### src/rtl/rv32i_types.sv
// Shared RV32I encodings: ALU ops, M-extension multiply/divide ops, muldiv FSM states.
package rv32i_types;

  typedef enum logic [3:0] {
    ALU_ADD  = 4'd0,
    ALU_SUB  = 4'd1,
    ALU_SLL  = 4'd2,
    ALU_SLT  = 4'd3,
    ALU_SLTU = 4'd4,
    ALU_XOR  = 4'd5,
    ALU_SRL  = 4'd6,
    ALU_SRA  = 4'd7,
    ALU_OR   = 4'd8,
    ALU_AND  = 4'd9
  } alu_op_t;

  // Matches funct3 of the RV32M instructions.
  typedef enum logic [2:0] {
    MD_MUL    = 3'd0,
    MD_MULH   = 3'd1,
    MD_MULHSU = 3'd2,
    MD_MULHU  = 3'd3,
    MD_DIV    = 3'd4,
    MD_DIVU   = 3'd5,
    MD_REM    = 3'd6,
    MD_REMU   = 3'd7
  } md_op_t;

  typedef enum logic [1:0] {
    MD_IDLE = 2'd0,
    MD_BUSY = 2'd1,
    MD_DONE = 2'd2
  } md_state_t;

  localparam int unsigned MD_ITERS = 32;
  localparam int unsigned MD_CNT_W = $clog2(MD_ITERS);
  localparam logic [MD_CNT_W-1:0] MD_LAST = MD_CNT_W'(MD_ITERS - 1);

endpackage

### src/rtl/md_sign_fix.sv
// Conditional two's-complement negation, used for operand magnitudes and result sign.
module md_sign_fix #(
  parameter int unsigned W = 32
) (
  input  logic [W-1:0] val,
  input  logic         neg,
  output logic [W-1:0] res
);

  always_comb begin
    res = neg ? (~val + W'(1)) : val;
  end

endmodule

### src/rtl/muldiv_unit.sv
// Iterative RV32M multiply/divide: radix-2 shift-add multiply, restoring divide, 32 cycles.
module muldiv_unit
  import rv32i_types::*;
(
  input  logic        clk,
  input  logic        rst_n,
  input  logic        in_valid,
  output logic        in_ready,
  input  logic [31:0] a,
  input  logic [31:0] b,
  input  logic [2:0]  md_op,
  input  logic        flush,
  output logic        out_valid,
  input  logic        out_ready,
  output logic [31:0] f
);

  md_state_t           state_q;
  md_op_t              op_q;
  logic                neg_q;
  logic [31:0]         opnd_q;
  logic [63:0]         acc_q;
  logic [MD_CNT_W-1:0] cnt_q;

  md_op_t      op_in;
  logic        sa, sb, neg_in, is_div, div_zero, ovf;
  logic [31:0] abs_a, abs_b, special_res;

  always_comb begin
    op_in    = md_op_t'(md_op);
    is_div   = md_op[2];
    sa       = a[31] && (op_in inside {MD_MULH, MD_MULHSU, MD_DIV, MD_REM});
    sb       = b[31] && (op_in inside {MD_MULH, MD_DIV, MD_REM});
    neg_in   = (op_in == MD_REM) ? sa : (sa ^ sb);
    div_zero = is_div && (b == '0);
    ovf      = (op_in inside {MD_DIV, MD_REM}) && (a == 32'h8000_0000) && (b == '1);
    if (div_zero) special_res = md_op[1] ? a : '1;
    else          special_res = md_op[1] ? '0 : 32'h8000_0000;
  end

  md_sign_fix #(.W(32)) u_fix_a (.val(a), .neg(sa), .res(abs_a));
  md_sign_fix #(.W(32)) u_fix_b (.val(b), .neg(sb), .res(abs_b));

  // acc holds {partial product, multiplier} for multiply, {remainder, quotient} for divide.
  logic [32:0] mul_sum, div_shift, div_diff;
  logic [63:0] acc_nxt, fix_in, fix_out;
  logic [31:0] result;

  always_comb begin
    mul_sum   = {1'b0, acc_q[63:32]} + (acc_q[0] ? {1'b0, opnd_q} : '0);
    div_shift = acc_q[63:31];
    div_diff  = div_shift - {1'b0, opnd_q};
    if (op_q[2])
      acc_nxt = div_diff[32] ? {acc_q[62:0], 1'b0} : {div_diff[31:0], acc_q[30:0], 1'b1};
    else
      acc_nxt = {mul_sum, acc_q[31:1]};
    if (op_q[2]) fix_in = {32'h0, op_q[1] ? acc_nxt[63:32] : acc_nxt[31:0]};
    else         fix_in = acc_nxt;
  end

  // The full 64-bit product is negated so the high word carries correctly.
  md_sign_fix #(.W(64)) u_fix_f (.val(fix_in), .neg(neg_q), .res(fix_out));

  always_comb begin
    result = (op_q == MD_MUL || op_q[2]) ? fix_out[31:0] : fix_out[63:32];
  end

  always_ff @(posedge clk or negedge rst_n) begin
    if (!rst_n) begin
      state_q   <= MD_IDLE;
      op_q      <= MD_MUL;
      neg_q     <= 1'b0;
      opnd_q    <= '0;
      acc_q     <= '0;
      cnt_q     <= '0;
      in_ready  <= 1'b1;
      out_valid <= 1'b0;
      f         <= '0;
    end else if (flush) begin
      state_q   <= MD_IDLE;
      cnt_q     <= '0;
      in_ready  <= 1'b1;
      out_valid <= 1'b0;
      f         <= '0;
    end else begin
      case (state_q)
        MD_IDLE: begin
          if (in_valid) begin
            op_q     <= op_in;
            neg_q    <= neg_in;
            cnt_q    <= '0;
            in_ready <= 1'b0;
            if (div_zero || ovf) begin
              state_q   <= MD_DONE;
              out_valid <= 1'b1;
              f         <= special_res;
            end else begin
              state_q <= MD_BUSY;
              acc_q   <= {32'h0, is_div ? abs_a : abs_b};
              opnd_q  <= is_div ? abs_b : abs_a;
            end
          end
        end
        MD_BUSY: begin
          acc_q <= acc_nxt;
          cnt_q <= cnt_q + 1'b1;
          if (cnt_q == MD_LAST) begin
            state_q   <= MD_DONE;
            out_valid <= 1'b1;
            f         <= result;
            cnt_q     <= '0;
          end
        end
        MD_DONE: begin
          if (out_ready) begin
            state_q   <= MD_IDLE;
            out_valid <= 1'b0;
            f         <= '0;
            in_ready  <= 1'b1;
          end
        end
        default: begin
          state_q   <= MD_IDLE;
          in_ready  <= 1'b1;
          out_valid <= 1'b0;
          f         <= '0;
        end
      endcase
    end
  end

endmodule

### config.mk
export PLATFORM = sky130hd
export DESIGN_NAME = muldiv_unit
export DESIGN_NICKNAME = d
export VERILOG_FILES = /design/src/rtl/rv32i_types.sv /design/src/rtl/md_sign_fix.sv /design/src/rtl/muldiv_unit.sv
export SDC_FILE = /design/constraint.sdc
export NUM_CORES = 1
export LEC_CHECK = 0
export BUFFER_PORTS_ARGS = -buffer_cell sky130_fd_sc_hd__buf_4
export CORE_MARGIN = 2
export CORE_UTILIZATION = 40
export CTS_CLUSTER_DIAMETER = 120
export DETAILED_ROUTE_END_ITERATION = 7
export PLACE_DENSITY = 0.58
export SLEW_MARGIN = 30
export SYNTH_ARGS = -nofsm -noshare
export SYNTH_HDL_FRONTEND = slang
export SYNTH_SLANG_ARGS = --single-unit
### constraint.sdc
create_clock -name clk -period 4.7 [get_ports clk]
set_input_delay 0.94 -clock clk [delete_from_list [all_inputs] [get_ports clk]]
set_output_delay 0.94 -clock clk [all_outputs]
set_load 0.02 [all_outputs]
== After elaboration in Yosys (flattened, before gate mapping) ==
Index checks and enable logic that the tools add are counted.

* $add $sub $neg: 6
* Multipliers: 0
* Div/mod/pow operators: 0
* Order comparisons: 0
* Equality and inequality tests: 16
* Shifts and indexed selects: 0
* Muxes and demuxes: 44
* Bitwise gates (word level): 6
* Reduce and logical (&&, ||, !) cells: 22

{| class="wikitable"
|+ Operator list
! cell !! number
|-
| two-way mux 32 bit || 15
|-
| two-way mux 64 bit || 6
|-
| case mux 64 bit (2 select lines) || 1
|-
| case mux 32 bit (3 select lines) || 1
|-
| adder 32 x 1 -> 32 bit, second input constant || 2
|-
| adder 64 x 1 -> 64 bit, second input constant || 1
|-
| == test 32 bit, second input constant || 2
|-
| NOT 32 bit || 2
|-
| NOT 64 bit || 1
|-
| adder 32 x 32 -> 33 bit || 1
|-
| subtractor 33 x 32 -> 33 bit || 1
|-
| logical NOT 32 bit || 1
|-
| two-way mux 5 bit || 3
|-
| inequality test 3 bit, second input constant || 4
|-
| AND reduction 4 bit || 3
|-
| two-way mux 2 bit || 5
|-
| case mux 5 bit (2 select lines) || 1
|-
| two-way mux 1 bit || 9
|-
| AND reduction 3 bit || 3
|-
| == test 3 bit, second input constant || 2
|-
| inequality test 2 bit, second input constant || 3
|-
| case mux 1 bit (3 select lines) || 2
|-
| case mux 2 bit (3 select lines) || 1
|-
| nonzero test 3 bit || 2
|-
| 15 further kinds || 22
|}

* Bits in registers: 141
* Bits in latches: 0
* Bits in writable memories: 0
* ROM bits: 0
* Input bits: 72
* Output and inout bits: 34
* Memories: 0

== Logic depth before layout (Yosys ltp) ==
* Word-level depth: 12
* Mapped depth: 23
* Gate-level depth less buffers: 20

== Hierarchy ==
From an unflattened synthesis, not the netlist that was laid out.

* Cells, all modules: 2029
* Area total of the unflattened synthesis: 15691.3 um^2

{| class="wikitable"
|+ By module, submodules not included
! module !! times used !! cells an instance !! area an instance (um^2) !! sequential area each (um^2)
|-
| muldiv_unit || 1 || 1625 || 12488.2 || 3529.6
|-
| md_sign_fix at u_fix_f || 1 || 206 || 1649.1 || 0.0
|-
| md_sign_fix at u_fix_a ... || 2 || 99 || 777.0 || 0.0
|}

== Worst setup path after synthesis ==
No wires, ideal clock.

* Path kind: flip-flop to flip-flop
* Start point: reg acc_q[31]
* End point: reg f[12]
* Arrival: 4.704 ns
* Data required time: 4.569 ns
* Path slack: -0.135 ns
* Cell stages (with the launch flop): 24
* Path buffers: 3
* Cells stage by stage: dfrtp_1 > inv_1 > ha_1 > inv_1 > fa_1 > a211oi_1 > o211ai_1 > nand4_1 > a21boi_2 > nor3_1 > buf_2 > nor2_4 > buf_6 > mux2_2 > nand2_1 > o211ai_1 > ha_1 > nand3_1 > or4_1 > buf_4 > or3_4 > o21ai_2 > xor2_1 > o21ai_1

* Longest elaborated chain between the ends: 12

{| class="wikitable"
|+ Ends and longest elaborated chain
! item !! RTL line !! text
|-
| from (decl) || muldiv_unit.sv:22 || <nowiki>logic [63:0] acc_q;</nowiki>
|-
| from (signal assigned) || muldiv_unit.sv:99 || <nowiki>acc_q <= {32'h0, is_div ? abs_a : abs_b};</nowiki>
|-
| from (signal assigned) || muldiv_unit.sv:105 || <nowiki>acc_q <= acc_nxt;</nowiki>
|-
| subtractor 33 x 32 -> 33 bit || muldiv_unit.sv:52 || <nowiki>div_diff = div_shift - {1'b0, opnd_q};</nowiki>
|-
| two-way mux 64 bit || muldiv_unit.sv:54 || <nowiki>acc_nxt = div_diff[32] ? {acc_q[62:0], 1'b0} : {div_diff[31:0], acc_q[30:0], 1'b1};</nowiki>
|-
| two-way mux 64 bit (*) || muldiv_unit.sv:53 || <nowiki>if (op_q[2])</nowiki>
|-
| two-way mux 32 bit || muldiv_unit.sv:57 || <nowiki>if (op_q[2]) fix_in = {32'h0, op_q[1] ? acc_nxt[63:32] : acc_nxt[31:0]};</nowiki>
|-
| two-way mux 64 bit (*) || muldiv_unit.sv:57 ||
|-
| NOT 64 bit || md_sign_fix.sv:11 || <nowiki>res = neg ? (~val + W'(1)) : val;</nowiki>
|-
| adder 64 x 1 -> 64 bit || md_sign_fix.sv:11 ||
|-
| two-way mux 64 bit (*) || md_sign_fix.sv:11 ||
|-
| two-way mux 32 bit (*) || muldiv_unit.sv:65 || <nowiki>result = (op_q == MD_MUL || op_q[2]) ? fix_out[31:0] : fix_out[63:32];</nowiki>
|-
| two-way mux 32 bit (*) || muldiv_unit.sv:107 || <nowiki>if (cnt_q == MD_LAST) begin</nowiki>
|-
| case mux 32 bit (3 select lines) (*) || muldiv_unit.sv:86 || <nowiki>case (state_q)</nowiki>
|-
| two-way mux 32 bit (*) || muldiv_unit.sv:79 || <nowiki>end else if (flush) begin</nowiki>
|-
| to (signal assigned) || muldiv_unit.sv:96 || <nowiki>f <= special_res;</nowiki>
|-
| to (signal assigned) || muldiv_unit.sv:110 || <nowiki>f <= result;</nowiki>
|-
| to (decl) || muldiv_unit.sv:15 || <nowiki>output logic [31:0] f</nowiki>
|}

Mark *: on every way between the ends. The rest lies on a longest branch, timed or not. The select of a mux whose other input is x is not followed.
A chain may end at the register's enable or synchronous reset.

== Worst setup path after layout ==
Ends and elaborated chain as after synthesis.

==> results.txt <==
share of post-route cells with drive strength above 1 -> 29.7%
Post-synth top flop -> dfrtp_1
CTS Buffer Depth -> 2
Post-Synthesis Cells -> 2173
Slew Limit Headroom -> 30.2%
clk_skew -> 13.6 ps
Routed wire per std cell -> 24.6 µm
FF+latch count, synth -> 141
switching pwr -> 7090 µW
Critical Path Start -> acc_q[31]
worst path arrival time -> 5110 ps
Die Area -> 0.0406 mm²
failing checks -> setup timing
area share of the largest cell type after synthesis -> 22.4%
met2 wire length -> 35500 µm
Netlist cell types -> 98
M1 wire length -> 30600 µm
Initial Util -> 40.5%
Highest Signal Layer -> met5
Final setup viols -> 4
dpl ws -> -396 ps
Logic pwr share -> 76.8%
setup TNS -> -190 ps
met3 routed WL -> 5740 µm
CP Class -> flop to flop
critical path required time -> 5040 ps
Critical Path End Type -> flop
Fillers -> 3809
Max VDD drop -> 0.000303 V
Max-Cap Viols -> 0
Layout area overhead -> 38.7%
Synth area leader -> dfrtp_1
H-tree depth -> 4
Pre-antenna DRT Iters -> 6
most frequent cells in the layout -> buf_4 (517), nand2_1 (281), o21ai_0 (227), nor2_1 (213), a21oi_1 (174)
Leak -> 0.00969 µW
vias in the first global route -> 18010
Buffers on Ports -> 105
drt drc -> 0
syn_area_per_cell -> 7.18 µm²
Synth warnings -> 0
Slew Viols, Final -> 0
synth top area cells -> dfrtp_1 (22%), o21ai_0 (7.8%), nand2_1 (6.9%), a21oi_1 (6.1%), ha_1 (5.6%)
root buffer cell -> clkbuf_16
via count -> 18768
num ports -> 106
placed cell count -> 3073
final hold vios -> 0
post-synthesis async set-or-reset flop share -> 100%
Final Non-Filler Cells -> 3141
area of the core -> 0.0386 mm²
most common cell after layout, fill and taps aside -> buf_4
Final WS setup -> -63.4 ps
initial antenna violation count -> 5
clock sink count -> 141
Clock Power Share -> 10.2%
EDFF count, synth -> 0
CTS tree -> done
final total power -> 13900 µW
r2r setup slk -> -60 ps
via/cell ratio -> 5.98
Least-Margin Pin Slew -> 1050 ps
Num CTS Buffers -> 17
Worst Setup Start Kind -> flop
r2r startpoint -> acc_q[31]
clock-pin slew on the worst setup and hold paths -> 80 ps
Detailed Place HPWL -> 63000 µm
RD Place Congestion -> 0.987
Syn Nets -> 2317
gr ovfl total -> 0
Cell Area, Synth -> 0.0156 mm²
Detail Route Antenna Nets -> 0
initial drt markers -> 1637
Final Util -> 56.2%
worst skew pair latency -> 480 ps
clock period minus worst slack -> 4760 ps
# rows -> 72
Reg power frac -> 13.1%
Final Cycle Share -> 101%
fin nets -> 2751
Tot GR Track Use -> 37.3%
status -> finished, violations left
die outline height -> 202 µm
Horiz. Die Dim -> 202 µm
first-pass GRT wire length -> 112000 µm
RSZ-0062 raised after global routing -> true
PwrDens -> 644 mW/mm²
switch share -> 50.9%
Max Fanout on Critical Path -> 8
HP Class -> input pin to asynchronous set/reset pin
internal power -> 6850 µW
largest net degree at the start of global routing -> 113
f_max -> 0.210 GHz
final WL -> 77400 µm
Seq/Total Area, Yosys -> 22.6%
## final cells by class
class	count	area, µm²	share of cell area, %
Multi-Input combinational cell	1839	12400	57.1
Timing Repair Buffer	543	4260	19.7
Sequential cell	141	3540	16.3
Tap cell	518	648	2.99
Clock buffer	17	425	1.96
Inverter	65	244	1.13
Clock inverter	15	164	0.757
Antenna cell	3	7.51	0.0347
## Yosys cell counts, types with 14 or more instances
| master | count |
|---|---|
| o21ai_0 | 242 |
| xor2_1 | 53 |
| nor2b_1 | 17 |
| clkbuf_1 | 107 |
| a31oi_1 | 31 |
| nand4_1 | 25 |
| nand3_1 | 42 |
| nand2b_1 | 21 |
| or3_1 | 19 |
| a21oi_1 | 190 |
| and3_1 | 14 |
| mux2i_1 | 47 |
| inv_1 | 64 |
| nand2_1 | 286 |
| nor2_1 | 221 |
| nor4_1 | 16 |
| and2_1 | 53 |
| mux2_2 | 15 |
| ha_1 | 70 |
| o31ai_1 | 28 |
| nor3_1 | 51 |
| a211oi_1 | 22 |
| o211ai_1 | 24 |
| a21o_1 | 33 |
| dfrtp_1 | 140 |
| xnor2_1 | 92 |
## through the flow
stage               instance area (µm²)  hold WS [ps]
floorplan                         15600           462
global placement                  19700           465
detailed placement                19700           472
CTS                               20400           488
global route                      21600           375
finish                            21700           353
## flip-flops by register name, indices dropped and copies added, names as in the netlist
| signal | flops |
|---|---|
| acc_q | 64 |
| f | 32 |
| opnd_q | 32 |
| cnt_q | 5 |
| op_q | 3 |
| state_q | 2 |
| in_ready | 1 |
| neg_q | 1 |
| out_valid | 1 |
## power by group through the flow
stage	registers [µW]	clock network [µW]	logic, µW
after floorplan	1730	0	4870
after global routing	1850	1470	11300
final	1820	1420	10700
after CTS	1800	1440	9500
after global placement	1820	0	9300
after detailed placement	1830	0	9340
## repair_timing
item                                    CTS  global route
pin swaps                                 5            72
resized for setup                        27           190
hold buffers                              0             0
buffers inserted                          2            31
endpoints found under the setup margin   32            31
## logic make-up (layout without fill, tap and decap cells)
family | after synthesis | in the layout | synth area share, %
AOI/OAI and AO/OA | 738 | 738 | 29.6
xor gates and xnor gates | 145 | 145 | 8.14
adders and majority gates | 72 | 72 | 5.87
buffers and inverters | 193 | 640 | 4.90
DFF | 141 | 141 | 22.6
muxes | 63 | 63 | 4.18
other | 0 | 3 | 0
and+or+nand+nor | 821 | 821 | 24.7
## layer usage
layer  GRT usage (%)  vias up
met1            44.9     8955
li1                -     8786
met5               0        -
met4            23.2        4
met3            7.77      216
met2            60.8      807
## worst max-delay path: stages, from the launching register on
cell and delay [ps]:
dfrtp_1 400, inv_2 90, ha_4 130, inv_2 40
fa_2 390, a211oi_2 250, o211ai_1 200, nand4_1 260
a21bo_2 230, a21oi_4 110, nor2_4 200, buf_12 180
mux2i_4 280, a32oi_4 160, or2_1 270, or4_4 610
or3_4 430, o21ai_2 140, xor2_1 170, o21ai_1 80
## final timing paths
path | end | cells past startpoint
setup / recovery | f[12] | 19
hold / removal | opnd_q[24] | 1
setup reg to reg | f[12] | 19
hold reg to reg | out_valid | 2
max in group asynchronous | op_q[2] | 2
min in group clk | out_valid | 2
No activity file was read; power rests on OpenSTA's default activity.
